[src/rtl/uart_rx_os.sv]
// Oversampling UART receiver: 8 data bits LSB first, optional parity, 1 stop; rxdone ~2+9.5 bit times after the start edge.
// No backpressure: each byte is strobed once and held on rxout until the next frame.
`timescale 1ns/1ps
module uart_rx_os #(
  parameter int CLK_FREQ   = 100_000_000,
  parameter int BAUD       = 9600,
  parameter int OVERSAMPLE = 16,
  parameter int PARITY_EN  = 0,
  parameter int PARITY_ODD = 0
) (
  input  logic       clk,
  input  logic       rst_n,
  input  logic       rx,
  output logic [7:0] rxout,
  output logic       rxdone,
  output logic       frame_err,
  output logic       parity_err,
  output logic       busy
);
  localparam int   TICK_RAW = CLK_FREQ / (BAUD * OVERSAMPLE);
  localparam int   TICK_DIV = (TICK_RAW < 1) ? 1 : TICK_RAW;
  localparam int   TW       = (TICK_DIV > 1) ? $clog2(TICK_DIV) : 1;
  localparam int   PW       = $clog2(OVERSAMPLE);
  localparam logic PAR_EN   = (PARITY_EN != 0);
  localparam logic PAR_ODD  = (PARITY_ODD != 0);

  typedef enum logic [2:0] {
    S_IDLE, S_START, S_DATA, S_PARITY, S_STOP, S_BREAK
  } state_t;

  state_t          state, state_nx;
  logic            rx_m, rx_s;
  logic [TW-1:0]   tick_cnt;
  logic [PW-1:0]   phase;
  logic            tick, sample;
  logic [2:0]      bit_cnt;
  logic [7:0]      shift;
  logic            par_q;
  logic            cnt_clr, shift_en, par_en, done_en;

  always_ff @(posedge clk or negedge rst_n) begin
    if (!rst_n) begin
      rx_m <= 1'b1;
      rx_s <= 1'b1;
    end else begin
      rx_m <= rx;
      rx_s <= rx_m;
    end
  end

  // Counters sit at zero in IDLE so the first tick is aligned to the start edge.
  assign tick   = (tick_cnt == TW'(TICK_DIV - 1));
  assign sample = tick && (phase == PW'(OVERSAMPLE / 2 - 1));

  always_ff @(posedge clk or negedge rst_n) begin
    if (!rst_n) begin
      tick_cnt <= '0;
      phase    <= '0;
    end else if (cnt_clr) begin
      tick_cnt <= '0;
      phase    <= '0;
    end else if (tick) begin
      tick_cnt <= '0;
      phase    <= (phase == PW'(OVERSAMPLE - 1)) ? '0 : phase + PW'(1);
    end else begin
      tick_cnt <= tick_cnt + TW'(1);
    end
  end

  always_ff @(posedge clk or negedge rst_n) begin
    if (!rst_n) state <= S_IDLE;
    else        state <= state_nx;
  end

  always_comb begin
    state_nx = state;
    case (state)
      S_IDLE:   if (!rx_s) state_nx = S_START;
      S_START:  if (sample) state_nx = rx_s ? S_IDLE : S_DATA;
      S_DATA:   if (sample && bit_cnt == 3'd7) state_nx = PAR_EN ? S_PARITY : S_STOP;
      S_PARITY: if (sample) state_nx = S_STOP;
      // Leave at mid-stop so a back-to-back start edge is caught.
      S_STOP:   if (sample) state_nx = rx_s ? S_IDLE : S_BREAK;
      S_BREAK:  if (rx_s) state_nx = S_IDLE;
      default:  state_nx = S_IDLE;
    endcase
  end

  always_comb begin
    busy     = (state != S_IDLE);
    cnt_clr  = (state == S_IDLE);
    shift_en = (state == S_DATA)   && sample;
    par_en   = (state == S_PARITY) && sample;
    done_en  = (state == S_STOP)   && sample;
  end

  always_ff @(posedge clk or negedge rst_n) begin
    if (!rst_n) begin
      shift      <= '0;
      bit_cnt    <= '0;
      par_q      <= 1'b0;
      rxout      <= '0;
      rxdone     <= 1'b0;
      frame_err  <= 1'b0;
      parity_err <= 1'b0;
    end else begin
      rxdone <= done_en;
      if (cnt_clr) bit_cnt <= '0;
      if (shift_en) begin
        shift   <= {rx_s, shift[7:1]};
        bit_cnt <= bit_cnt + 3'd1;
      end
      if (par_en) par_q <= ((^shift) ^ rx_s) != PAR_ODD;
      if (done_en) begin
        rxout      <= shift;
        frame_err  <= ~rx_s;
        parity_err <= PAR_EN & par_q;
      end
    end
  end

endmodule

[config.mk]
export PLATFORM = sky130hd
export DESIGN_NAME = uart_rx_os
export DESIGN_NICKNAME = d
export VERILOG_FILES = /design/src/rtl/uart_rx_os.sv
export SDC_FILE = /design/constraint.sdc
export NUM_CORES = 1
export LEC_CHECK = 0
export CAP_MARGIN = 15
export CORE_AREA = 2 2 45 78
export CTS_CLUSTER_SIZE = 30
export DETAILED_ROUTE_END_ITERATION = 12
export DIE_AREA = 0 0 47 80
export GPL_TIMING_DRIVEN = 0
export PLACE_DENSITY = 0.79
export SYNTH_ARGS = -nofsm -noshare
export SYNTH_HDL_FRONTEND = slang
export SYNTH_SLANG_ARGS = --single-unit
[constraint.sdc]
create_clock -name clk -period 6.6 [get_ports clk]
set_clock_uncertainty 0.1 [all_clocks]
set_input_delay 1.98 -clock clk [delete_from_list [all_inputs] [get_ports clk]]
set_output_delay 1.98 -clock clk [all_outputs]
set_load 0.01 [all_outputs]
# Yosys cells after proc, flatten, opt, wreduce, memory -nomap -nowiden
# Index checks and enable logic that the tools add are counted.
[classes]
n_addsub = 3
n_eq_ne = 15
mux = 16
bitwise = 1
n_reduce_logical = 9
[op_table]
columns = ["cell", "count"]
rows = [
  ["3-bit two-way mux", 9],
  ["10-bit two-way mux", 2],
  ["3-bit one-hot mux with 6 select lines", 1],
  ["4-bit two-way mux", 3],
  ["2-bit inequality test (second input constant)", 6],
  ["10-bit by 1-bit adder with 10-bit output (second input constant)", 1],
  ["10-bit == test (second input constant)", 1],
  ["3-bit == test (second input constant)", 3],
  ["3-bit by 2-bit == test with 1-bit output (second input constant)", 2],
  ["6-bit AND reduction", 1],
  ["4-bit by 1-bit adder with 4-bit output (second input constant)", 1],
  ["4-bit by 3-bit == test with 1-bit output (second input constant)", 1],
  ["4-bit == test (second input constant)", 1],
  ["1-bit logical AND", 4],
  ["2-bit nonzero test", 2],
  ["3-bit by 1-bit adder with 3-bit output (second input constant)", 1],
  ["3-bit by 1-bit == test with 1-bit output (second input constant)", 1],
  ["3-bit zero test", 1],
  ["3-bit nonzero test", 1],
  ["2-bit two-way mux", 1],
  ["1-bit inverter", 1],
]
[word_totals]
reg_bits = 40
input_bits = 3
out_inout_bits = 12
elab_cells = 54

# Logic depth before layout (Yosys ltp)
# Gate-level depths: netlist of run 1.
[logic_depth]
word_depth = 5
depth_mapped = 7
mapped_depth_nobuf = 6

# Least setup slack after synthesis of run 1
# OpenSTA, ideal clock, no wires.
[synth_timing]
kind = "register to output"
startpoint = "reg state[0]"
endpoint = "out busy"
arrival_ns = 0.958
required_ns = 4.520
setup_slack_ns = 3.562
stages_incl_launch_ff = 3
path_buffers = 0
cell_sequence = "dfrtp_1 nor3_1 inv_1"
[synth_between]
elab_chain_len = 1
[synth_rtl]
columns = ["element", "line", "source"]
rows = [
  ["start: declaration", "31", "state_t state, state_nx;"],
  ["start signal: assignment", "72", "else state <= state_nx;"],
  ["3-bit nonzero test", "90", "busy = (state != S_IDLE);"],
  ["end: declaration", "18", "output logic busy"],
]
# Every way passes these cells.

# Worst setup path after layout of run 1
# Same ends and word-level chain as after synthesis.

==> impl_metrics.csv, run 1 <==
group,metric,value,unit
pwr,ir_worst_vdd,0.180,mV
place,io_buffers,13,
min_path,hold_path.class,"flop to flop",
timing,fmax,248,MHz
pwr,total_power,419,uW
yosys,ys.flop_type,"dfrtp_1",
yosys,synth_area_leaders,"dfrtp_1 (53%), mux2_4 (5.8%), mux2_2 (5.6%)",
route,wl,3040,um
yosys,synth_top_cell_area_share,52.6,%
die,rows,27,
critical_path,cp_data_arrival_time,1.95,ns
finish,multi_input_area,741,sq um
yosys,synth_fp_nets,156,
critical_path,r2r_slack,4.16,ns
finish,drive_gt1_share,21.3,%
critical_path,cp-end-kind,"output port",
place,gp_congestion,0.750,
grt,grt_max_degree,41,
clock_tree,ctsHoldBuffers,0,
clock_tree,post_cts_buffers,0,
timing,finalCritPeriodShare,61.0,%
clock_tree,cts.sinks,40,
finish,nNetsFinal,176,
place,hpwlAfterDp,2210,um
grt,overflow,0,
critical_path,reg2regPathDepth,7,
timing,setup_viol,0,
pwr,power.internal,331,uW
pwr,swShare,21.2,%
yosys,async_flop_share,100,%
route,first_pass_iters,4,
grt,grt_first_pass_wirelength,5270,um
clock_tree,clock-root-buffer,"clkbuf_8",
timing,grt_setup_unrepaired,"no",
clock_tree,numCtsBuffers,5,
timing,finalCriticalPeriod,4.03,ns
yosys,syn-cell-area,0.00181,sq mm
route,drc,0,
finish,fillers,262,
pwr,pwr-share-seq,58.8,%
yosys,synth.largest_area_cell,"dfrtp_1",
critical_path,timing.rr.end,"shift[6]$_DFFE_PN0P_",
clock_tree,cts_buffer_depth,2,
route,avgRoutedWirePerCell,14.3,um
critical_path,cp_max_fo,6,
die,die_y,80,um
yosys,ys.warnings.count,0,
die,die_area,0.00376,sq mm
die,dieWidth,47,um
timing,drv_slew,0,
yosys,synth-seq-cells,40,
finish,area_growth,15.0,%
run,maxCapViolCount,0,
grt,grt_usage,19.8,%
die,initial_core_util,58.2,%
pwr,p_sw,88.9,uW
route,drtAntennaViolNets,0,
yosys,synth_most_common_cell,"dfrtp_1",
timing,hold_violations,0,
critical_path,rr_startpoint,"phase[0]$_DFFE_PN0P_",
die,core-area,0.00311,sq mm
clock_tree,worstSkewPairLatency,0.29,ns
critical_path,endpoint,"busy",
route,drtIter0Drc,12,
timing,slew_headroom,44.1,%
finish,layout.area.seq,0.00100,sq mm
critical_path,critPathRequiredTime,4.52,ns
timing,tns,0,ns
yosys,ys_seq_area_share,55.5,%
pwr,pwr-share-comb,1.4,%
clock_tree,cts_tree,"yes",
yosys,synth_cell_types,41,
finish,diodes,0,
timing,worstMarginPinSlew,0.838,ns
pwr,p_leak,0.00103,uW
grt,grt_pass1_vias,1191,
yosys,synthCells,148,
yosys,ys_top_cells_by_count,"dfrtp_1 (38), nor2_1 (14), inv_1 (9), mux2_2 (9), nand2_1 (8)",
route,routed-via-count,1150,
clock_tree,cts.reportedPaths.clkPinSlew,0.07,ns
pwr,clockPowerShare,39.8,%
critical_path,crit_type,"flop to output port",
critical_path,startpoint_type,"flop",
yosys,avgSynthCellArea,12.2,sq um
yosys,synth_edf_count,0,
die,ios,15,
clock_tree,cts-resized-gates,0,
grt,antenna_found_initial,0,
critical_path,cp-startpoint,"state[0]$_DFFE_PN0P_",
status,run_status,"complete, no violations",
clock_tree,ctsHtreeMaxLevel,2,
route,via_per_inst,5.42,
pwr,p_per_area,202,mW/mm^2
-- flip-flops by register name (all words and copies together) (netlist names) --
signal and flops:
tick_cnt 10, rxdone 1, phase 4, rxout 8, frame_err 1, rx_s 1, bit_cnt 3, shift 8
rx_m 1, state 3
-- power groups by stage --
stage | logic (uW) | clock network (uW) | registers, uW
finish | 5.99 | 167 | 247
global route | 7.36 | 181 | 247
CTS | 6.39 | 172 | 246
detailed placement | 6.41 | 0 | 251
global placement | 6.59 | 0 | 251
floorplan | 0.830 | 0 | 251
-- cell type report --
cell class,count,share of cell area (%)
Timing Repair Buffer,13,6.01
Inverter,10,1.80
Buffer,4,1.32
Clock inverter,2,0.481
Multi-Input combinational cell,94,35.6
Sequential cell,40,48.2
Clock buffer,6,3.97
Tap cell,43,2.59
-- placed cells by master, fill, tap and decap left out, types with 6 or more instances in the layout --
master           netlist  routed
mux2_2                 9       9
nand2_1                8       8
xnor2_1                6       6
dfrtp_1               38      38
nor2_1                14      14
clkbuf_8               0       6
clkdlybuf4s50_1        0      12
inv_1                  9       9
mux2_4                 7       7
-- metal layers --
metal  global-route usage (%)  wire length, um  up-vias
li1                         -                -      551
met1                     21.8             1190      567
met2                     32.6             1660       25
met3                     4.98              108        7
met4                     11.1               81        0
met5                        0                0        -
-- per-stage QoR --
stage	cells	worst slack [ns]	hold slack, ns	instance area (sq um)	utilization (%)
5_1_grt	212	2.42	0.268	2080	66.9
3_5_place_dp	204	2.90	0.247	1990	64.0
3_3_place_gp	204	2.56	0.245	1990	64.1
4_1_cts	212	2.57	0.258	2080	66.9
6_report	212	2.57	0.257	2080	66.9
2_1_floorplan	148	3.56	0.245	1810	-
-- worst min path at each step --
stage	end	slack (ns)	from	depth (start not counted)
global route	rx_s$_DFF_PN1_	0.27	rx_m$_DFF_PN1_	0
finish	rx_s$_DFF_PN1_	0.26	rx_m$_DFF_PN1_	0
detailed placement	rx_s$_DFF_PN1_	0.25	rx_m$_DFF_PN1_	0
floorplan	rx_s$_DFF_PN1_	0.25	rx_m$_DFF_PN1_	0
global placement	rx_s$_DFF_PN1_	0.25	rx_m$_DFF_PN1_	0
CTS	rx_s$_DFF_PN1_	0.26	rx_m$_DFF_PN1_	0
-- worst max-delay path: stages, from the launching register on --
cell	delay [ns]
dfrtp_1	0.44
nor3_1	0.45
inv_1	0.23
clkdlybuf4s50_1	0.53
-- kinds of logic (layout without fill, tap and decap cells) --
kind of cell             Yosys count  in the layout  synth area share, %
buffers and inverters             14             35                 3.60
flip-flops                        40             40                 55.5
multiplexers                      21             21                 14.2
AO/OA/AOI/OAI                     12             12                 4.63
AND/OR/NAND/NOR                   47             47                 14.6
other                              1              1                0.207
XOR/XNOR                           8              8                 3.87
adder cells (fa/ha/maj)            5              5                 3.46
(Power assumes the default switching activity.)
==> inputs of run 2 (changes only) <==
- CORE_AREA: 2 2 45 78 -> 2 2 49 84
- DIE_AREA: 0 0 47 80 -> 0 0 51 86
- PLACE_DENSITY: 0.79 -> 0.72
- clock period: 6.6 -> 3.7 ns (I/O delays scaled with it)
==> impl_metrics.csv, run 2 (same netlist as run 1, synthesis figures left out) <==
group,metric,value,unit
status,run_status,"complete, no violations",
critical_path,cp_slowest_cell,"clkdlybuf4s50_1",
route,drtIter0Drc,25,
timing,grt_setup_unrepaired,"no",
critical_path,startpoint_type,"flop",
clock_tree,ctsHoldBuffers,0,
grt,overflow,0,
route,drc,0,
grt,grt_first_pass_wirelength,5660,um
grt,grt_pass1_vias,1277,
critical_path,cp-end-kind,"output port",
finish,drive_gt1_share,21.3,%
grt,antenna_found_initial,0,
place,gp_congestion,0.832,
pwr,total_power,941,uW
timing,finalCritPeriodShare,86.0,%
die,core-area,0.00366,sq mm
critical_path,cp_data_arrival_time,1.97,ns
critical_path,crit_type,"flop to output port",
die,die_area,0.00439,sq mm
min_path,hold_path.class,"flop to flop",
grt,grt_max_degree,41,
timing,finalCriticalPeriod,3.18,ns
finish,fillers,303,
clock_tree,cts_buffer_depth,2,
timing,slew_headroom,40.7,%
finish,area_growth,18.9,%
place,hpwlAfterDp,2310,um
timing,setup_viol,0,
finish,regMostFlops,"tick_cnt",
timing,worstMarginPinSlew,0.890,ns
route,drtAntennaViolNets,0,
finish,most-common-layout-cells,"dfrtp_1 (38), nor2_1 (14), clkdlybuf4s50_1 (12), inv_1 (9), mux2_2 (9)",
pwr,ir_worst_vdd,0.402,mV
route,avgRoutedWirePerCell,15.1,um
timing,fmax,314,MHz
clock_tree,ctsHtreeMaxLevel,2,
finish,diodes,0,
route,wl_met1,1230,um
timing,hold_violations,0,
grt,grt_usage,17.5,%
finish,reg.largest.list,"tick_cnt (10), rxout (8), shift (8)",
die,die_y,86,um
route,wl_met2,1850,um
critical_path,cp_max_fo,6,
route,wl_met3,96,um
place,io_buffers,13,
die,ios,15,
clock_tree,cts.sinks,40,
die,rows,29,
route,first_pass_iters,4,
clock_tree,cts-resized-gates,0,
clock_tree,cts.reportedPaths.clkPinSlew,0.07,ns
pwr,p_leak,0.00106,uW
finish,mostFrequentLayoutCell,"dfrtp_1",
pwr,p_per_area,437,mW/mm^2
clock_tree,clock-root-buffer,"clkbuf_8",
finish,nNetsFinal,176,
clock_tree,cts_tree,"yes",
critical_path,max_stage_delay,0.53,ns
die,initial_core_util,49.4,%
die,dieWidth,51,um
critical_path,cp_cell_sequence,"nor3_1 -> inv_1 -> clkdlybuf4s50_1",
route,wl,3250,um
critical_path,critPathRequiredTime,2.49,ns
route,via_per_inst,5.43,
run,maxCapViolCount,0,
clock_tree,numCtsBuffers,5,
route,top_layer,"met4",
timing,tns,0,ns
route,routed-via-count,1168,
clock_tree,worstSkewPairLatency,0.29,ns
finish,largest_reg_flops,10,
clock_tree,post_cts_buffers,0,
timing,drv_slew,0,
-- run 2: cell count changes in the layout (fill, tap and decap cells not counted) --
cell | before | now
clkinv_2 | 2 | 0
clkbuf_8 | 6 | 5
bufinv_16 | 0 | 3
-- run 2: worst max-delay path, delay by kind of cell (launching register included) --
| kind | cells | cell delay (ns) |
|---|---|---|
| buffers and inverters | 2 | 0.76 |
| and+or+nand+nor | 1 | 0.47 |
| DFF | 1 | 0.44 |
-- run 2: worst paths after layout --
kind	from	end	slack (ns)	cells after the start
min	rx_m$_DFF_PN1_	rx_s$_DFF_PN1_	0.26	0
min in group asynchronous	rst_n	shift[3]$_DFFE_PN0P_	0.83	1
max in group asynchronous	rst_n	phase[1]$_DFFE_PN0P_	2.11	1
max reg2reg	phase[0]$_DFFE_PN0P_	shift[4]$_DFFE_PN0P_	1.28	7
min reg2reg	rx_m$_DFF_PN1_	rx_s$_DFF_PN1_	0.26	0
max	state[0]$_DFFE_PN0P_	busy	0.52	3
-- run 2: through the flow --
stage / instance area (sq um) / hold WS, ns / instances / worst slack (ns) / utilization (%)
after floorplan: 1810 / 0.245 / 148 / 1.42 / -
after global placement: 2000 / 0.247 / 207 / 0.534 / 54.5
after detailed placement: 1990 / 0.247 / 207 / 0.827 / 54.4
after CTS: 2150 / 0.258 / 215 / 0.499 / 58.7
after global routing: 2150 / 0.260 / 215 / 0.420 / 58.7
final: 2150 / 0.257 / 215 / 0.517 / 58.7
-- run 2: area by class of cell --
class	count	area [sq um]	area share [%]
Clock inverter	3	90.1	4.19
Inverter	10	37.5	1.75
Multi-Input combinational cell	94	741	34.4
Timing Repair Buffer	13	125	5.82
Sequential cell	40	1000	46.7
Clock buffer	5	68.8	3.20
Tap cell	46	57.6	2.68
Buffer	4	27.5	1.28
-- run 2: where the power goes --
part | internal [uW] | leakage (uW) | switching, uW | total [uW]
sequential | 439 | 0.000537 | 1.05 | 440
combinational | 2.11 | 0.000445 | 8.99 | 11.1
clock | 337 | 0.0000784 | 152 | 490
total | 778 | 0.00106 | 162 | 941
-- run 2: layer usage --
| metal | up-vias | GRT usage, % |
|---|---|---|
| met5 | - | 0 |
| met4 | 0 | 9.58 |
| li1 | 552 | - |
| met2 | 22 | 32.2 |
| met3 | 8 | 3.83 |
| met1 | 586 | 17.3 |
==> inputs of run 3 (changes only) <==
- SKIP_CTS_REPAIR_TIMING: not set -> 1
==> results of run 3 <==
Final layout, timing and power as in run 2 (identical DEF).
